[src/rtl/keychain_uart_tx.sv]
// 8N1 UART serializer: accepts a MSG_BYTES-wide word via valid/ready and sends it byte 0 first.
// Optional macro KEYCHAIN_TX_CHECKSUM_EN appends an XOR-of-all-bytes checksum byte.
module keychain_uart_tx #(
    parameter int unsigned CLK_FREQ  = 10_000_000,
    parameter int unsigned BAUD_RATE = 115_200,
    parameter int unsigned MSG_BYTES = 4
) (
    input  logic                   clk_in,
    input  logic                   rst_in,
    input  logic [8*MSG_BYTES-1:0] data_in,
    input  logic                   valid_in,
    output logic                   ready_out,
    output logic                   busy_out,
    output logic                   tx_wire_out
);

    localparam int unsigned BAUD_DIV = CLK_FREQ / BAUD_RATE;
    localparam int unsigned BaudW    = (BAUD_DIV > 1) ? $clog2(BAUD_DIV) : 1;
    localparam int unsigned ByteW    = (MSG_BYTES > 0) ? $clog2(MSG_BYTES + 1) : 1;
`ifdef KEYCHAIN_TX_CHECKSUM_EN
    localparam int unsigned NumTx    = MSG_BYTES + 1;
`else
    localparam int unsigned NumTx    = MSG_BYTES;
`endif
    localparam int unsigned ShiftW   = 8 * NumTx;

    typedef enum logic [1:0] {StIdle, StStart, StData, StStop} state_e;

    state_e              state_q, state_d;
    logic [BaudW-1:0]    baud_q, baud_d;
    logic [2:0]          bit_q, bit_d;
    logic [ByteW-1:0]    byte_q, byte_d;
    logic [ShiftW-1:0]   shift_q, shift_d;
    logic                tx_q, tx_d;
    logic                ready_q, ready_d;
    logic [ShiftW-1:0]   load_word;
    logic                baud_wrap;

`ifdef KEYCHAIN_TX_CHECKSUM_EN
    logic [7:0] csum;

    always_comb begin
        csum = '0;
        for (int k = 0; k < int'(MSG_BYTES); k++) begin
            csum = csum ^ data_in[8*k +: 8];
        end
    end

    // Checksum sits above the data bytes so it shifts out last.
    assign load_word = {csum, data_in};
`else
    assign load_word = data_in;
`endif

    assign baud_wrap = (baud_q == BaudW'(BAUD_DIV - 1));

    always_comb begin
        state_d = state_q;
        baud_d  = baud_q;
        bit_d   = bit_q;
        byte_d  = byte_q;
        shift_d = shift_q;
        tx_d    = tx_q;
        ready_d = ready_q;

        if (state_q != StIdle) begin
            baud_d = baud_wrap ? '0 : baud_q + 1'b1;
        end

        unique case (state_q)
            StIdle: begin
                if (valid_in && ready_q) begin
                    state_d = StStart;
                    shift_d = load_word;
                    tx_d    = 1'b0;
                    ready_d = 1'b0;
                    baud_d  = '0;
                    bit_d   = '0;
                    byte_d  = '0;
                end
            end
            StStart: begin
                if (baud_wrap) begin
                    state_d = StData;
                    tx_d    = shift_q[0];
                end
            end
            StData: begin
                if (baud_wrap) begin
                    shift_d = shift_q >> 1;
                    if (bit_q == 3'd7) begin
                        state_d = StStop;
                        tx_d    = 1'b1;
                        bit_d   = '0;
                    end else begin
                        bit_d = bit_q + 1'b1;
                        tx_d  = shift_q[1];
                    end
                end
            end
            StStop: begin
                if (baud_wrap) begin
                    if (byte_q == ByteW'(NumTx - 1)) begin
                        state_d = StIdle;
                        ready_d = 1'b1;
                        byte_d  = '0;
                    end else begin
                        // Next start bit follows the stop bit with no idle gap.
                        state_d = StStart;
                        byte_d  = byte_q + 1'b1;
                        tx_d    = 1'b0;
                    end
                end
            end
            default: state_d = StIdle;
        endcase
    end

    always_ff @(posedge clk_in) begin
        if (rst_in) begin
            state_q <= StIdle;
            baud_q  <= '0;
            bit_q   <= '0;
            byte_q  <= '0;
            shift_q <= '0;
            tx_q    <= 1'b1;
            ready_q <= 1'b1;
        end else begin
            state_q <= state_d;
            baud_q  <= baud_d;
            bit_q   <= bit_d;
            byte_q  <= byte_d;
            shift_q <= shift_d;
            tx_q    <= tx_d;
            ready_q <= ready_d;
        end
    end

    assign tx_wire_out = tx_q;
    assign ready_out   = ready_q;
    assign busy_out    = ~ready_q;

endmodule

[config.mk]
export PLATFORM = sky130hd
export DESIGN_NAME = keychain_uart_tx
export DESIGN_NICKNAME = d
export VERILOG_FILES = /design/src/rtl/keychain_uart_tx.sv
export SDC_FILE = /design/constraint.sdc
export NUM_CORES = 1
export LEC_CHECK = 0
export BUFFER_PORTS_ARGS = -buffer_cell sky130_fd_sc_hd__buf_2
export CORE_MARGIN = 2
export CORE_UTILIZATION = 48
export CTS_CLUSTER_SIZE = 20
export DETAILED_ROUTE_END_ITERATION = 16
export GPL_TIMING_DRIVEN = 0
export PLACE_DENSITY = 0.69
export SLEW_MARGIN = 20
export SYNTH_ARGS = -nofsm -noshare
export SYNTH_HDL_FRONTEND = slang
export SYNTH_SLANG_ARGS = --single-unit
[constraint.sdc]
create_clock -name clk_in -period 2.2 [get_ports clk_in]
set_input_delay 0.11 -clock clk_in [delete_from_list [all_inputs] [get_ports clk_in]]
set_output_delay 0.11 -clock clk_in [all_outputs]
set_load 0.005 [all_outputs]
# ---- Word level (Yosys, flattened, before mapping)
# Cells that the tools add are included.
dict set report word_totals {
  wordCells 65
  register_bits 49
  output_inout_bits 3
}
dict set report op_classes {
  bitwise 1
  n_eq_ne 13
  n_reduce_logical 10
  addsub 3
  n_mux 31
}
# op n
set op_table {}
lappend op_table {{32-bit two-way mux} 2}
lappend op_table {{32-bit one-hot mux with 2 select lines} 1}
lappend op_table {{7-bit two-way mux} 4}
lappend op_table {{3-bit two-way mux} 5}
lappend op_table {{2-bit != test, second input constant} 7}
lappend op_table {{3-bit one-hot mux with 2 select lines} 2}
lappend op_table {{2-bit two-way mux} 5}
lappend op_table {{5-bit AND reduction} 2}
lappend op_table {{1-bit two-way mux} 9}
lappend op_table {{2-bit one-hot mux with 4 select lines} 1}
lappend op_table {{7-bit by 1-bit adder with 7-bit output, second input constant} 1}
lappend op_table {{7-bit equality test, second input constant} 1}
lappend op_table {{3-bit by 1-bit adder with 3-bit output, second input constant} 2}
lappend op_table {{3-bit AND reduction} 2}
lappend op_table {{2-bit nonzero test} 3}
lappend op_table {{2-bit equality test, second input constant} 2}
lappend op_table {{1-bit one-hot mux with 4 select lines} 1}
lappend op_table {{4-bit AND reduction} 1}
lappend op_table {{3-bit by 2-bit equality test with 1-bit output, second input constant} 1}
lappend op_table {{3-bit equality test, second input constant} 1}
lappend op_table {{2-bit by 1-bit equality test with 1-bit output, second input constant} 1}
lappend op_table {{2-bit zero test} 1}
lappend op_table {{1-bit one-hot mux with 2 select lines} 1}
lappend op_table {{1-bit logical AND} 1}
lappend op_table {{1-bit inverter} 1}

# ---- Depth between registers and ports, before layout
# Gate-level depths: netlist (run 1).
dict set report depth {
  word_depth 5
  mapped_depth 9
  depth_no_buf 6
}

# ---- Worst setup path before layout (run 1)
# OpenSTA, ideal clock, no wires.
dict set report synth_path {
  path_type {register -> register}
  startpoint {register state_q[0]}
  endpoint {register state_q[0]}
  required_ps 2083
  t_arrival_ps 1603
  setup_time_ps 117
  path_stages_with_launch 7
  slack_ps 480
  path_cell_list {dfxtp_1 > inv_1 > ha_1 > buf_4 > or3_1 > a31o_1 > a32o_1}
}
dict set report synth_between {
  elab_chain_cells 3
}
# element line_no
set synth_rtl {}
lappend synth_rtl {{start: declaration} 29} ;# state_e state_q, state_d;
lappend synth_rtl {{start signal: assignment} 121} ;# state_q <= StIdle;
lappend synth_rtl {{start signal: assignment} 129} ;# state_q <= state_d;
lappend synth_rtl {{2-bit equality test, or another cell as far along} 70} ;# unique case (state_q)
lappend synth_rtl {{2-bit != test (no source line)} -}
lappend synth_rtl {{5-bit AND reduction (no source line)} -}
# Several ways; a longest one is shown, not always the timed one.
# A chain may end at the register's enable or synchronous reset.

# ---- Worst setup path after layout (run 1)
dict set report layout_path {
  startpoint {register state_q[0]}
  endpoint {register shift_q[2]}
}
dict set report layout_between {
  elab_chain_cells 3
}
# element line_no
set layout_rtl {}
lappend layout_rtl {{2-bit equality test or 2-bit zero test (tied branches)} 70}
lappend layout_rtl {{2-bit != test (no source line) or 2-bit nonzero test (tied branches)} -}
lappend layout_rtl {{3-bit AND reduction (no source line)} -}
lappend layout_rtl {{end signal: assignment} 133} ;# shift_q <= shift_d;
lappend layout_rtl {{end: declaration} 33} ;# logic [ShiftW-1:0] shift_q, shift_d;
# Several ways; a longest one is shown, not always the timed one.

==> results.yml, run 1 <==
cts:
  clk_latency_ns: 0.30
  cts_inserted_buffers: 5
  cts_tree: "yes"
  htreeDepth: 2
  post_cts_buffers: 0
  clk_pin_slew_ns: 0.09
  cts_sinks: 49
  cts-root-buf: "clkbuf_8"
  clockBufferDepth: 2
  holdBufCountCts: 0
setup_path:
  cpLargestDelayFamily: "buffers and inverters"
  cp.arrival_ns: 2.09
  slowest_stage: "o31ai_4"
  cp.buffers_inverters: 4
  slowest_delay_ns: 0.38
  crit_required_ns: 2.36
  cp-start-kind: "flip-flop"
  cp_cell_sequence: "inv_1 -> ha_1 -> clkinv_1 -> o31ai_4 -> and2_1 -> buf_6 -> buf_12 -> a211oi_2"
  worstPathMaxFanout: 10
  crit_type: "reg2reg"
  cp-end-kind: "flip-flop"
sta:
  fmax_ghz: 0.517
  setup_slack_ns: 0.267
  slew_headroom: 0.502
  post-route-period-util: 0.878
  grt_setup_unrepaired: "false"
  hold_viol: 0
  tightest_slew_ns: 0.747
  timing.hold.ws_ns: 0.103
  finalSetupTns_ns: 0
  period_needed_ns: 1.93
  setup_viol: 0
  final_max_slew_viol_count: 0
  fin_skew_ns: 0.00391
global_routing:
  antenna_found_initial: 0
  grt_first_pass_wirelength_mm: 9.48
  grt_remaining_overflow: 0
  grt_pass1_vias: 2035
  grt_usage: 0.187
  grt_max_degree: 15
route:
  antenna_left: 0
  drtIter0Drc: 60
  num_vias: 2168
  dr.pass1.iters: 5
  drt-vias-per-instance: 5.65
  drt_wl_total_mm: 5.55
  route.detailed.drc: 0
  wl_per_cell_um: 14.4
floorplanning:
  io_pins: 38
  die_area_um2: 6250
  core_area_um2: 5470
  fp-row-count: 27
  die_w_um: 79.0
  die_y_um: 79.0
  initial_utilization: 0.494
logic_synthesis:
  yosysMostFrequentCell: "dfxtp_1"
  synth_top_area_frac: 0.363
  synth_area_leaders: "dfxtp_1 36%, a211oi_2 14%, mux2i_1 14%, a21oi_1 7.2%, ha_1 4.2%"
  syn-num-nets: 311
  syn_area_um2: 2700
  yosys.area.top_type: "dfxtp_1"
  ys_warn_count: 0
  yosys.cell_types.count: 45
  async_flop_share: 0
  synth-edff-count: 0
  seq_area_frac_synth: 0.363
  synthTopCellsByCount: "49 x dfxtp_1, 39 x a21oi_1, 37 x mux2i_1"
  synthCells: 267
  yosys_register_bits: 49
  synth.avg_cell_area_um2: 10.1
  synth_flop_cell: "dfxtp_1"
placed_design:
  dp_hpwl_mm: 4.03
  globalplace.congestion: 0.873
  numPortBuffers: 37
  dp_cells: 376
  dp_slack_ns: 0.201
  postPlaceCellArea_um2: 2980
job:
  maxCapViolCount: 0
cells_and_area:
  n_antenna_cell: 0
  utilization: 0.566
  fin_area_um2: 3100
  layout-drive-gt1-share: 0.295
  final_cells: 384
  nets: 355
  syn2layout_area_growth_pct: 14.5
power:
  power.density_nw_per_um2: 1380
  irDropWorstVdd_mv: 0.726
  power.leakage_nw: 1.15
  power.total_mw: 4.27
status:
  status: "finished clean"
worst_hold_path:
  min_path_type: "in2reg"
[area by class of cell]
type / instances / area (um^2)
plain buffers: 22 / 160
clock inverters: 1 / 30.0
flip-flops and latches: 49 / 981
inverters: 7 / 26.3
well taps: 72 / 90.1
fillers: 522 / 2380
repair buffers: 37 / 185
multi-input cells: 189 / 1540
clock buffers: 7 / 86.3
[final timing paths]
path	start	endpoint	slack (ns)	depth (start not counted)
hold / removal	rst_in	bit_q[0]$_SDFFE_PP0P_	0.10	3
setup / recovery	state_q[0]$_SDFFE_PP0P_	shift_q[2]$_SDFFE_PP0P_	0.27	8
hold reg to reg	byte_q[2]$_SDFFE_PP0P_	byte_q[2]$_SDFFE_PP0P_	0.45	1
setup reg to reg	state_q[0]$_SDFFE_PP0P_	shift_q[2]$_SDFFE_PP0P_	0.27	8
[cell usage in the layout, fill, tap and decap left out, types with 3 or more instances in the layout]
cell      synthesis  final
a31oi_1           3      3
buf_12            3      3
nand3_1           5      5
inv_1             5      5
buf_2             4     41
nor3_1            4      4
a211oi_2         30     30
buf_4             4      4
nand2_1          14     14
ha_1              9      9
clkbuf_8          0      6
clkbuf_1         10     10
dfxtp_1          49     49
nor2_1            8      8
and2_1            3      3
mux2i_1          37     37
a21oi_1          39     39
o21ai_0           3      3
a211oi_1          3      3
[routing by layer]
| metal | global-route usage | vias up | wire length, um |
|---|---|---|---|
| met5 | 0 | - | 0 |
| met2 | 0.292 | 45 | 2460 |
| li1 | - | 1094 | - |
| met1 | 0.262 | 1023 | 2760 |
| met3 | 0.0409 | 6 | 283 |
| met4 | 0.0517 | 0 | 48 |
[worst register-to-register path: cells and delay by family (launching register included)]
family,cells,cell delay [ns]
AND/OR/NAND/NOR,1,0.19
AO/OA/AOI/OAI,2,0.44
adder cells (fa/ha/maj),1,0.19
flip-flops,1,0.36
buffers and inverters,4,0.61
[registers in the layout, indices dropped and copies added, names as in the netlist]
register	cells
ready_out	1
byte_q	3
shift_q	32
state_q	2
baud_q	7
bit_q	3
tx_wire_out	1
[cell families (layout without fill, tap and decap cells)]
kind of cell	Yosys count	in the layout	share of synthesized area
mux	37	37	0.137
compound gates	97	97	0.297
simple gates	46	46	0.0931
fa+ha+maj	9	9	0.0417
flops	49	49	0.363
buf+inv	29	74	0.0685
[power breakdown]
group	switching (mW)	total [mW]	internal [mW]
clock network	0.290	0.660	0.371
logic	1.27	2.31	1.04
registers	0.156	1.30	1.15
total	1.72	4.27	2.55
[repair_timing]
action | CTS | global route
resized for setup | 0 | 2
hold endpoints to repair | 0 | 0
setup endpoints to repair | 0 | 1
Power figures use the tool's default switching activity.
==> inputs of run 2 (changes only) <==
- clock period: 2.2 -> 2.1 ns (I/O delays scaled with it)
==> results.yml, run 2 (synthesized netlist as in run 1, its figures left out) <==
power:
  irDropWorstVdd_mv: 0.760
  power.density_nw_per_um2: 1450
  power.total_mw: 4.48
  power.leakage_nw: 1.15
cells_and_area:
  utilization: 0.567
  syn2layout_area_growth_pct: 14.8
  n_fill_cell: 521
  fin_area_um2: 3100
  layout-drive-gt1-share: 0.298
  n_antenna_cell: 0
  nets: 355
  top_regs: "shift_q: 32 flops, baud_q: 7 flops"
  largest_register_ffs: 32
  final_cell_mix: "49 x dfxtp_1, 41 x buf_2, 39 x a21oi_1"
  final_common_cell: "dfxtp_1"
  largest-register: "shift_q"
sta:
  post-route-period-util: 0.921
  tightest_slew_ns: 0.748
  setup_viol: 0
  slew_headroom: 0.502
  timing.hold.ws_ns: 0.0974
  grt_setup_unrepaired: "false"
  period_needed_ns: 1.93
  final_max_slew_viol_count: 0
  finalSetupTns_ns: 0
  hold_viol: 0
  fmax_ghz: 0.517
  fin_skew_ns: 0.00524
setup_path:
  cp-start-kind: "flip-flop"
  crit_type: "reg2reg"
  cp.arrival_ns: 2.09
  crit_required_ns: 2.26
  worstPathMaxFanout: 10
  cp-end-kind: "flip-flop"
route:
  drt_wl_total_mm: 5.55
  dr.pass1.iters: 4
  route.detailed.drc: 0
  antenna_left: 0
  drt-vias-per-instance: 5.65
  drtIter0Drc: 49
  num_vias: 2168
  wl_per_cell_um: 14.4
placed_design:
  postPlaceCellArea_um2: 2980
  globalplace.congestion: 0.873
  dp_hpwl_mm: 4.03
  numPortBuffers: 37
cts:
  htreeDepth: 2
  cts_tree: "yes"
  clockBufferDepth: 2
  cts_sinks: 49
  clk_latency_ns: 0.30
  cts_inserted_buffers: 5
  cts-root-buf: "clkbuf_8"
  clk_pin_slew_ns: 0.09
global_routing:
  grt_first_pass_wirelength_mm: 9.48
  grt_max_degree: 15
  grt_remaining_overflow: 0
  grt_pass1_vias: 2035
  grt_usage: 0.187
  antenna_found_initial: 0
status:
  status: "finished clean"
floorplanning:
  die_y_um: 79.0
  core_area_um2: 5470
  fp-row-count: 27
  io_pins: 38
  initial_utilization: 0.494
  die_area_um2: 6250
  die_w_um: 79.0
job:
  maxCapViolCount: 0
worst_hold_path:
  min_path_type: "in2reg"
## run 2: worst paths after layout
kind / endpoint / from / cells past startpoint / slack [ns]
worst min-delay path: bit_q[0]$_SDFFE_PP0P_ / rst_in / 3 / 0.1
worst max-delay path: shift_q[2]$_SDFFE_PP0P_ / state_q[0]$_SDFFE_PP0P_ / 8 / 0.17
worst min register to register: byte_q[2]$_SDFFE_PP0P_ / byte_q[2]$_SDFFE_PP0P_ / 1 / 0.45
worst max register to register: shift_q[2]$_SDFFE_PP0P_ / state_q[0]$_SDFFE_PP0P_ / 8 / 0.17
## run 2: layout make-up
type / count / area, um^2 / area share
clock buffer: 7 / 86.3 / 0.0278
inverter: 7 / 26.3 / 0.00847
multi-input combinational: 189 / 1540 / 0.497
timing repair buffer: 37 / 185 / 0.0597
clock inverter: 1 / 30.0 / 0.00968
sequential: 49 / 981 / 0.316
buffer: 22 / 160 / 0.0516
tap: 72 / 90.1 / 0.0290
## run 2: layer usage
layer  share of wire  global-route usage
met1            0.50               0.262
met2            0.44               0.292
met3           0.049              0.0409
met4          0.0099              0.0517
met5               0                   0
## run 2: timing repair
item / in CTS / in global routing
setup endpoints to repair: 0 / 9
buffers inserted: 0 / 0
hold buffers: 0 / 0
endpoints found under the hold margin: 0 / 0
gates resized for setup: 0 / 3
## run 2: power breakdown
part | internal [mW] | total (mW) | switching, mW
clock | 0.388 | 0.691 | 0.303
sequential | 1.20 | 1.37 | 0.164
combinational | 1.09 | 2.43 | 1.34
## run 2: metrics by stage
step / std cells / setup slack [ns]
3_3_place_gp: 376 / 0.159
3_5_place_dp: 376 / 0.101
4_1_cts: 384 / 0.0736
6_report: 384 / 0.165
2_1_floorplan: 267 / 0.380
5_1_grt: 384 / 0.0164
## run 2: worst max-delay path, stage by stage, from the launching register on
cell	delay [ns]
dfxtp_1	0.36
inv_1	0.10
ha_1	0.19
clkinv_1	0.20
o31ai_4	0.38
and2_1	0.19
buf_6	0.16
buf_12	0.15
a211oi_2	0.06
